File: config.mk
export PLATFORM = sky130hd
export DESIGN_NAME = fp_div_round_pack
export DESIGN_NICKNAME = d
export VERILOG_FILES = /design/src/rtl/fp_div_round_pack.sv
export SDC_FILE = /design/constraint.sdc
export NUM_CORES = 1
export LEC_CHECK = 0
export ABC_AREA = 1
export BUFFER_PORTS_ARGS = -buffer_cell sky130_fd_sc_hd__buf_2
export CAP_MARGIN = 20
export CORE_ASPECT_RATIO = 1.4
export CORE_MARGIN = 2
export CORE_UTILIZATION = 61
export DETAILED_ROUTE_END_ITERATION = 6
export PLACE_DENSITY = 0.86
export SYNTH_ARGS = -nofsm -noshare
export SYNTH_HDL_FRONTEND = slang
export SYNTH_SLANG_ARGS = --single-unit
File: constraint.sdc
create_clock -name clk -period 6.7 [get_ports clk]
set_input_delay 0.335 -clock clk [delete_from_list [all_inputs] [get_ports clk]]
set_output_delay 0.335 -clock clk [all_outputs]
set_load 0.01 [all_outputs]
File: src/rtl/fp_div_round_pack.sv
// fp_div_round_pack: normalize, round and pack the Newton-Raphson quotient into an IEEE-754 single.
// Define FDIV_RM_EN to honour in_rm; otherwise round-to-nearest-even only.
module fp_div_round_pack #(
  parameter int          EXP_W = 10,
  parameter logic [31:0] QNAN  = 32'h7FC0_0000
)(
  input  logic                    clk,
  input  logic                    rst_n,
  input  logic                    en,
  input  logic                    in_valid,
  input  logic [31:0]             in_q,
  input  logic signed [EXP_W-1:0] in_exp,
  input  logic                    in_sign,
  input  logic                    in_nan,
  input  logic                    in_inf,
  input  logic                    in_zero,
  input  logic [1:0]              in_rm,
  output logic                    out_valid,
  output logic [31:0]             out_result,
  output logic                    out_of,
  output logic                    out_uf,
  output logic                    out_nx
);
  localparam int EW = EXP_W + 1;
  logic [1:0] rm;
`ifdef FDIV_RM_EN
  assign rm = in_rm;
`else
  logic unused_rm;
  assign rm = 2'b00;
  assign unused_rm = ^in_rm;
`endif
  logic signed [EW-1:0] ex, ne;
  logic [23:0] nm;
  logic ng, ns, ninc, nto_inf;
  always_comb begin
    ex = EW'(in_exp);
    nm = in_q[31] ? in_q[31:8] : in_q[30] ? in_q[30:7] : in_q[29:6];
    ng = in_q[31] ? in_q[7] : in_q[30] ? in_q[6] : in_q[5];
    ns = in_q[31] ? |in_q[6:0] : in_q[30] ? |in_q[5:0] : |in_q[4:0];
    ne = in_q[31] ? ex + EW'(1) : in_q[30] ? ex : ex - EW'(1);
    ninc = rm == 2'b00 ? ng & (ns | nm[0]) :
           rm == 2'b01 ? 1'b0 :
           rm == 2'b10 ? ~in_sign & (ng | ns) : in_sign & (ng | ns);
    nto_inf = (rm == 2'b00) | (rm == 2'b10 & ~in_sign) | (rm == 2'b11 & in_sign);
  end
  logic v1, s1, inc1, nx1, nan1, inf1, zero1, ti1;
  logic [23:0] m1;
  logic signed [EW-1:0] e1;
  always_ff @(posedge clk or negedge rst_n) begin
    if (!rst_n) begin
      v1 <= 1'b0;
      s1 <= 1'b0;
      m1 <= '0;
      e1 <= '0;
      inc1 <= 1'b0;
      nx1 <= 1'b0;
      nan1 <= 1'b0;
      inf1 <= 1'b0;
      zero1 <= 1'b0;
      ti1 <= 1'b0;
    end else if (en) begin
      v1 <= in_valid;
      s1 <= in_sign;
      m1 <= nm;
      e1 <= ne;
      inc1 <= ninc;
      nx1 <= ng | ns;
      nan1 <= in_nan;
      inf1 <= in_inf;
      zero1 <= in_zero | (in_q == 32'd0);
      ti1 <= nto_inf;
    end
  end
  // A rounding carry out of the 24-bit mantissa renormalizes by one place.
  logic [24:0] m25;
  logic [22:0] mf;
  logic signed [EW-1:0] ef;
  logic sp, ovf, unf;
  logic [31:0] res;
  always_comb begin
    m25 = {1'b0, m1} + 25'(inc1);
    mf = m25[24] ? m25[23:1] : m25[22:0];
    ef = m25[24] ? e1 + EW'(1) : e1;
    sp = nan1 | inf1 | zero1;
    ovf = ~sp & (ef >= EW'(255));
    unf = ~sp & (ef <= EW'(0));
    res = nan1  ? QNAN :
          inf1  ? {s1, 31'h7F80_0000} :
          zero1 ? {s1, 31'd0} :
          ovf   ? (ti1 ? {s1, 31'h7F80_0000} : {s1, 31'h7F7F_FFFF}) :
          unf   ? {s1, 31'd0} : {s1, ef[7:0], mf};
  end
  always_ff @(posedge clk or negedge rst_n) begin
    if (!rst_n) begin
      out_valid <= 1'b0;
      out_result <= '0;
      out_of <= 1'b0;
      out_uf <= 1'b0;
      out_nx <= 1'b0;
    end else if (en) begin
      out_valid <= v1;
      out_result <= res;
      out_of <= ovf;
      out_uf <= unf;
      out_nx <= ~sp & (ovf | unf | nx1);
    end
  end
endmodule

==> reports/results.ini, run 1 <==
[die]
fp.dieW_um = 81.66
start_util = 0.6282
pin_count = 88
die_y_um = 112.7
core_area_um2 = 8198
dieArea_um2 = 9204
rows = 39

[sta]
hold_viol = 0
timing.slew.headroom = 0.3327
worst_pin_slew_ns = 1.001
fin_crit_sh = 0.4534
fmax_ghz = 0.3292
fin_crit_ns = 3.038
slew_viol_final = 0
setup_violations = 0
fin_setup_tns_ns = 0
grt_setup_unrepaired = no
fin_skew_ns = 0.004351

[clocking]
clk_pin_slew_worst_paths_ns = 0.06
post-cts-setup-buffers = 0
cts_num_sinks = 79
clock_latency_ns = 0.34
cts_buffers = 9
htreeDepth = 3
cts_tree = yes
cts.repair.resized = 0
cts_buffer_depth = 2
cts_hold_buffers = 0
cts_root_buffer = clkbuf_16

[place]
hpwl_um = 8859
postPlaceCellArea_um2 = 5567
gp_congestion = 0.8838
port-buffer-count = 85

[hold_path]
hp-class = in -> async

[routing]
viasPerCell = 5.478
avgRoutedWirePerCell_um = 13.17
first_pass_iters = 7
routed_wl_um = 12020
ant_nets = 0
route.detailed.drc = 0
drtIter0Drc = 274
via_count = 5001

[final_layout]
design_area_um2 = 5866
mostFrequentLayoutCell = nand2_1
final_cell_mix = nand2_1, inv_1, buf_2
syn_to_final_growth_pct = 13.90
diodes = 0
drive_above_1_share = 0.1566
nets = 863

[grt]
grt_pass1_vias = 4541
grt_overflow = 0
grt_pass1_wl_um = 19900
grt_max_degree = 80
track_usage = 0.2728
antenna_found_initial = 0

[synthesis]
syn_avg_cell_area_um2 = 6.978
ys_seq_area_frac = 0.3839
ys_seq_elements = 79
yosysUniqueCellTypes = 41
synthCells = 738
synth_area_um2 = 5150
synth_nets = 795
synthFlopType = dfrtp_1
synth_warnings = 0
async_reset_ff_frac = 1.000
synth_edf_count = 0

[outcome]
run_status = completed

[power_and_ir_drop]
power.density_nw_per_um2 = 228.1
leakagePower_uw = 0.003225
peakVddDrop_mv = 0.1455

[critical_path]
critPathRequiredTime_ns = 6.90
critical_path.startpoint_type = register
criticalPathCategory = reg -> reg
worstPathMaxFanout = 33
endpoint_kind = register
arrival_ns = 3.24

[run]
max-cap-violations = 0

==> per-stage QoR <==
step	worst slack (ns)	total power, uW	instances	util	hold slack [ns]
2_1_floorplan	4.372	767.0	738	-	0.03941
3_3_place_gp	3.793	849.5	897	0.6790	0.4565
3_5_place_dp	3.726	859.7	897	0.6790	0.4611
4_1_cts	3.685	1342	913	0.7155	0.1801
5_1_grt	3.362	1408	913	0.7155	0.2213
6_report	3.662	1338	913	0.7155	0.1471
==> path summary, 6_finish.rpt <==
path / startpoint / endpoint / cells past startpoint / slack, ns
min in group clk: in_inf / inf1$_DFFE_PN0P_ / 3 / 0.20
min: rst_n / out_result[29]$_DFFE_PN0P_ / 1 / 0.15
max in group asynchronous: rst_n / m1[1]$_DFFE_PN0P_ / 1 / 5.95
max reg2reg: m1[0]$_DFFE_PN0P_ / out_result[23]$_DFFE_PN0P_ / 13 / 3.66
max: m1[0]$_DFFE_PN0P_ / out_result[23]$_DFFE_PN0P_ / 13 / 3.66
min reg2reg: out_result[7]$_DFFE_PN0P_ / out_result[7]$_DFFE_PN0P_ / 2 / 0.47
==> report_power, final <==
group / total (uW) / leakage (uW) / internal, uW / switching [uW]
Clock: 481 / 0.000146 / 298 / 183
Combinational: 283 / 0.00212 / 105 / 177
Sequential: 574 / 0.000956 / 528 / 46.0
Total: 1340 / 0.00322 / 932 / 406
==> sequential cells by signal, summed over array words and instances, names as in the netlist <==
signal      count
out_result     32
m1             24
e1             11
inc1            1
inf1            1
nan1            1
nx1             1
out_nx          1
out_of          1
out_uf          1
out_valid       1
s1              1
ti1             1
v1              1
zero1           1
==> final cells by class <==
class	instances	area [um2]
tap	102	127.6
timing repair buffer	86	435.4
inverter	95	356.6
fill	686	2332
sequential	79	1977
clock inverter	5	56.30
multi-input combinational	535	2670
clock buffer	11	242.7
==> synth_stat cells, types with 6 or more instances <==
| library cell | number | area, um2 |
|---|---|---|
| nor4_1 | 6 | 37.54 |
| nand2_1 | 241 | 904.6 |
| o21ai_0 | 57 | 285.3 |
| o221ai_1 | 6 | 52.55 |
| nand4_1 | 9 | 56.30 |
| a21oi_1 | 18 | 90.09 |
| inv_1 | 88 | 330.3 |
| clkbuf_1 | 20 | 75.07 |
| xnor2_1 | 10 | 87.58 |
| xor2_1 | 17 | 148.9 |
| nand3_1 | 32 | 160.2 |
| nor3_1 | 7 | 35.03 |
| nand2_2 | 7 | 43.79 |
| nor2_1 | 55 | 206.5 |
| dfrtp_1 | 79 | 1977 |
| o22ai_1 | 32 | 200.2 |
==> critical path, cell delays in order, from the launching register on <==
cell	delay [ns]
dfrtp_1	0.35
ha_1	0.19
ha_1	0.21
nand2_1	0.10
nor2_4	0.12
nand2_2	0.14
nor3_4	0.48
o21ai_2	0.15
nor3_1	0.34
nand2_2	0.42
nand3_1	0.20
nand2_1	0.07
nand2_1	0.06
a21oi_1	0.07
==> logic make-up after synthesis <==
logic type / count (synthesis) / share of synthesized area
simple gates: 374 / 0.3144
compound gates: 129 / 0.1460
buf+inv: 124 / 0.09767
flops: 79 / 0.3839
xor+xnor: 27 / 0.04592
fa+ha+maj: 5 / 0.01215
==> routing by layer <==
metal	global-route usage	wire, um	vias up
li1	-	-	2536
met1	0.3370	5263	2269
met2	0.4694	5908	178
met3	0.03030	589	18
met4	0.1278	261	0
met5	0	0	-
Note: power is estimated with default switching activity, not from simulation.
==> run 2, diff against run 1 <==
--- a/config.mk
+++ b/config.mk
@@ -10,9 +10,9 @@
 export CAP_MARGIN = 20
 export CORE_ASPECT_RATIO = 1.4
 export CORE_MARGIN = 2
-export CORE_UTILIZATION = 61
+export CORE_UTILIZATION = 57
 export DETAILED_ROUTE_END_ITERATION = 6
-export PLACE_DENSITY = 0.86
+export PLACE_DENSITY = 0.81
 export SYNTH_ARGS = -nofsm -noshare
 export SYNTH_HDL_FRONTEND = slang
 export SYNTH_SLANG_ARGS = --single-unit
==> constraint.sdc (replaced) <==
create_clock -name clk -period 3 [get_ports clk]
set_input_delay 0.15 -clock clk [delete_from_list [all_inputs] [get_ports clk]]
set_output_delay 0.15 -clock clk [all_outputs]
set_load 0.01 [all_outputs]
==> reports/results.ini, run 2 (synthesis results as in run 1) <==
[sta]
hold_viol = 71  ; was 0
fin_setup_tns_ns = 0  ; unchanged
worst_pin_slew_ns = 0.9440  ; was 1.001 ns
setup_violations = 0  ; unchanged
timing.slew.headroom = 0.3707  ; was 0.3327
fin_crit_sh = 0.8948  ; was 0.4534
slew_viol_final = 0  ; unchanged
fmax_ghz = 0.3725  ; was 0.3292 GHz
grt_setup_unrepaired = no  ; unchanged
holdWs_ns = -0.05192  ; was 0.1471 ns
setup_slack_ns = 0.3155  ; was 3.662 ns
fin_skew_ns = 0.003855  ; was 0.004351 ns
fin_crit_ns = 2.685  ; was 3.038 ns

[clocking]
clock_latency_ns = 0.34  ; about the same
post-cts-setup-buffers = 0  ; unchanged
cts_buffers = 9  ; unchanged
cts_buffer_depth = 2  ; unchanged
htreeDepth = 3  ; unchanged
cts_tree = yes  ; unchanged
cts_root_buffer = clkbuf_16  ; unchanged
clk_pin_slew_worst_paths_ns = 0.05  ; was 0.06 ns
cts_num_sinks = 79  ; unchanged

[grt]
grt_max_degree = 80  ; unchanged
grt_pass1_vias = 4449  ; was 4541
grt_use_met1 = 0.3373  ; was 0.3370
track_usage = 0.2510  ; was 0.2728
grt-busiest-layer = met2  ; unchanged
antenna_found_initial = 0  ; unchanged
grtUsageMet3 = 0.04664  ; was 0.03030
grt_pass1_wl_um = 20170  ; was 19900 um
grt_overflow = 0  ; unchanged
grt.met2_usage = 0.4180  ; was 0.4694

[final_layout]
nets = 870  ; was 863
reg.largest.list = out_result x32, m1 x24, e1 x11  ; unchanged
regMostFlops = out_result  ; unchanged
diodes = 0  ; unchanged
fillCellCount = 764  ; was 686
largest_reg_flops = 32  ; unchanged
syn_to_final_growth_pct = 16.50  ; was 13.90%
drive_above_1_share = 0.1614  ; was 0.1566
mostFrequentLayoutCell = nand2_1  ; unchanged
final_cell_mix = nand2_1, inv_1, buf_2  ; unchanged

[place]
hpwl_um = 9122  ; was 8859 um
port-buffer-count = 85  ; unchanged
gp_congestion = 0.9169  ; was 0.8838
place_ws_ns = 0.3188  ; was 3.726 ns

[critical_path]
arrival_ns = 2.88  ; was 3.24 ns
endpoint_kind = register  ; unchanged
criticalPathCategory = reg -> reg  ; unchanged
critPathRequiredTime_ns = 3.20  ; was 6.90 ns
critical_path.startpoint_type = register  ; unchanged
worstPathMaxFanout = 16  ; was 33

[power_and_ir_drop]
intPower_uw = 2261  ; was 931.7 uW
switching_power_uw = 893.2  ; was 406.4 uW
comb_power_share = 0.204  ; was 0.211
seq_power_share = 0.406  ; was 0.429
power.density_nw_per_um2 = 525.8  ; was 228.1 nW/um2
clkPwrFrac = 0.390  ; was 0.360
peakVddDrop_mv = 0.4096  ; was 0.1455 mV
leakagePower_uw = 0.003272  ; was 0.003225 uW
p_sw_frac = 0.2832  ; was 0.3037

[outcome]
run_status = finished, violations left  ; was completed
violations = hold timing

[die]
rows = 41  ; was 39
fp.dieW_um = 84.34  ; was 81.66 um
dieArea_um2 = 9823  ; was 9204 um2
die_y_um = 116.5  ; was 112.7 um
core_area_um2 = 8875  ; was 8198 um2
pin_count = 88  ; unchanged
start_util = 0.5803  ; was 0.6282

[routing]
avgRoutedWirePerCell_um = 12.97  ; was 13.17 um
viasPerCell = 5.399  ; was 5.478
first_pass_iters = 5  ; was 7
drtIter0Drc = 289  ; was 274
route.detailed.drc = 0  ; unchanged
routed_wl_um = 12000  ; was 12020 um
via_count = 4994  ; was 5001
ant_nets = 0  ; unchanged

[hold_path]
hp-class = in -> async  ; unchanged

[run]
max-cap-violations = 0  ; unchanged

## run 2: changes by cell type in the layout (fill, tap and decap cells not counted)
cell and delta:
buf_12 +2, buf_4 +5, bufinv_16 +2, clkbuf_1 +2, clkinv_2 -2, clkinvlp_4 -1
inv_6 -1, nand2_4 -1, nand2_8 +1
## run 2: layer usage
layer  wire length, um  vias to the layer above
li1                  -                     2553
met1              5267                     2259
met2              5868                      162
met3               622                       20
met4               238                        0
met5                 0                        -
## run 2: power by group through the flow
stage	logic [uW]	registers [uW]	clock network, uW
after global routing	732	1300	1300
after detailed placement	637	1300	0
after floorplan	412	1300	0
after CTS	643	1280	1240
final	643	1280	1230
after global placement	622	1290	0
## run 2: final timing paths
path	start	end	slack [ns]	cells after the start
setup / recovery	inc1$_DFFE_PN0P_	out_result[27]$_DFFE_PN0P_	0.32	19
max in group asynchronous	rst_n	e1[7]$_DFFE_PN0P_	2.43	1
min in group clk	in_inf	inf1$_DFFE_PN0P_	0.02	3
hold / removal	rst_n	s1$_DFFE_PN0P_	-0.05	1
hold reg to reg	out_result[8]$_DFFE_PN0P_	out_result[8]$_DFFE_PN0P_	0.47	2
setup reg to reg	inc1$_DFFE_PN0P_	out_result[27]$_DFFE_PN0P_	0.32	19
## run 2: critical path, cell delays in order, from the launching register on
cell and delay, ns:
dfrtp_1 0.39, ha_1 0.23, ha_1 0.21, nand2_1 0.12, nor2_4 0.05, nand2_2 0.16, inv_2 0.15, nand2_8 0.15
nand2_1 0.07, nand2_1 0.09, nand2_1 0.05, nor2_1 0.12, nand3_1 0.09, nand2_1 0.08, nand2_2 0.14, buf_4 0.21
nand2_1 0.06, nand2_1 0.05, nand2_1 0.06, a21oi_1 0.07
## run 2: what timing repair did
action,CTS,global route
gates resized for setup,0,1
hold buffers,0,0
endpoints found under the setup margin,0,1
## run 2: cell type report
cell class                 instances  area, um2  share of cell area
sequential                        79       1977              0.3295
multi-input combinational        535       2679              0.4465
clock buffer                      13      250.2             0.04171
clock inverter                     3      90.09             0.01502
tap                              107      133.9             0.02231
timing repair buffer              93      513.0             0.08551
inverter                          95      356.6             0.05944
## run 2: per-stage QoR
stage	std cells	total power, uW	util	area, um2	hold slack (ns)
global placement	909	1913	0.6367	5650	0.3515
finish	925	3154	0.6760	6000	-0.05192
floorplan	738	1713	-	5150	-0.1456
detailed placement	909	1935	0.6367	5650	0.3586
CTS	925	3166	0.6750	5991	0.006597
global route	925	3331	0.6760	6000	0.03214
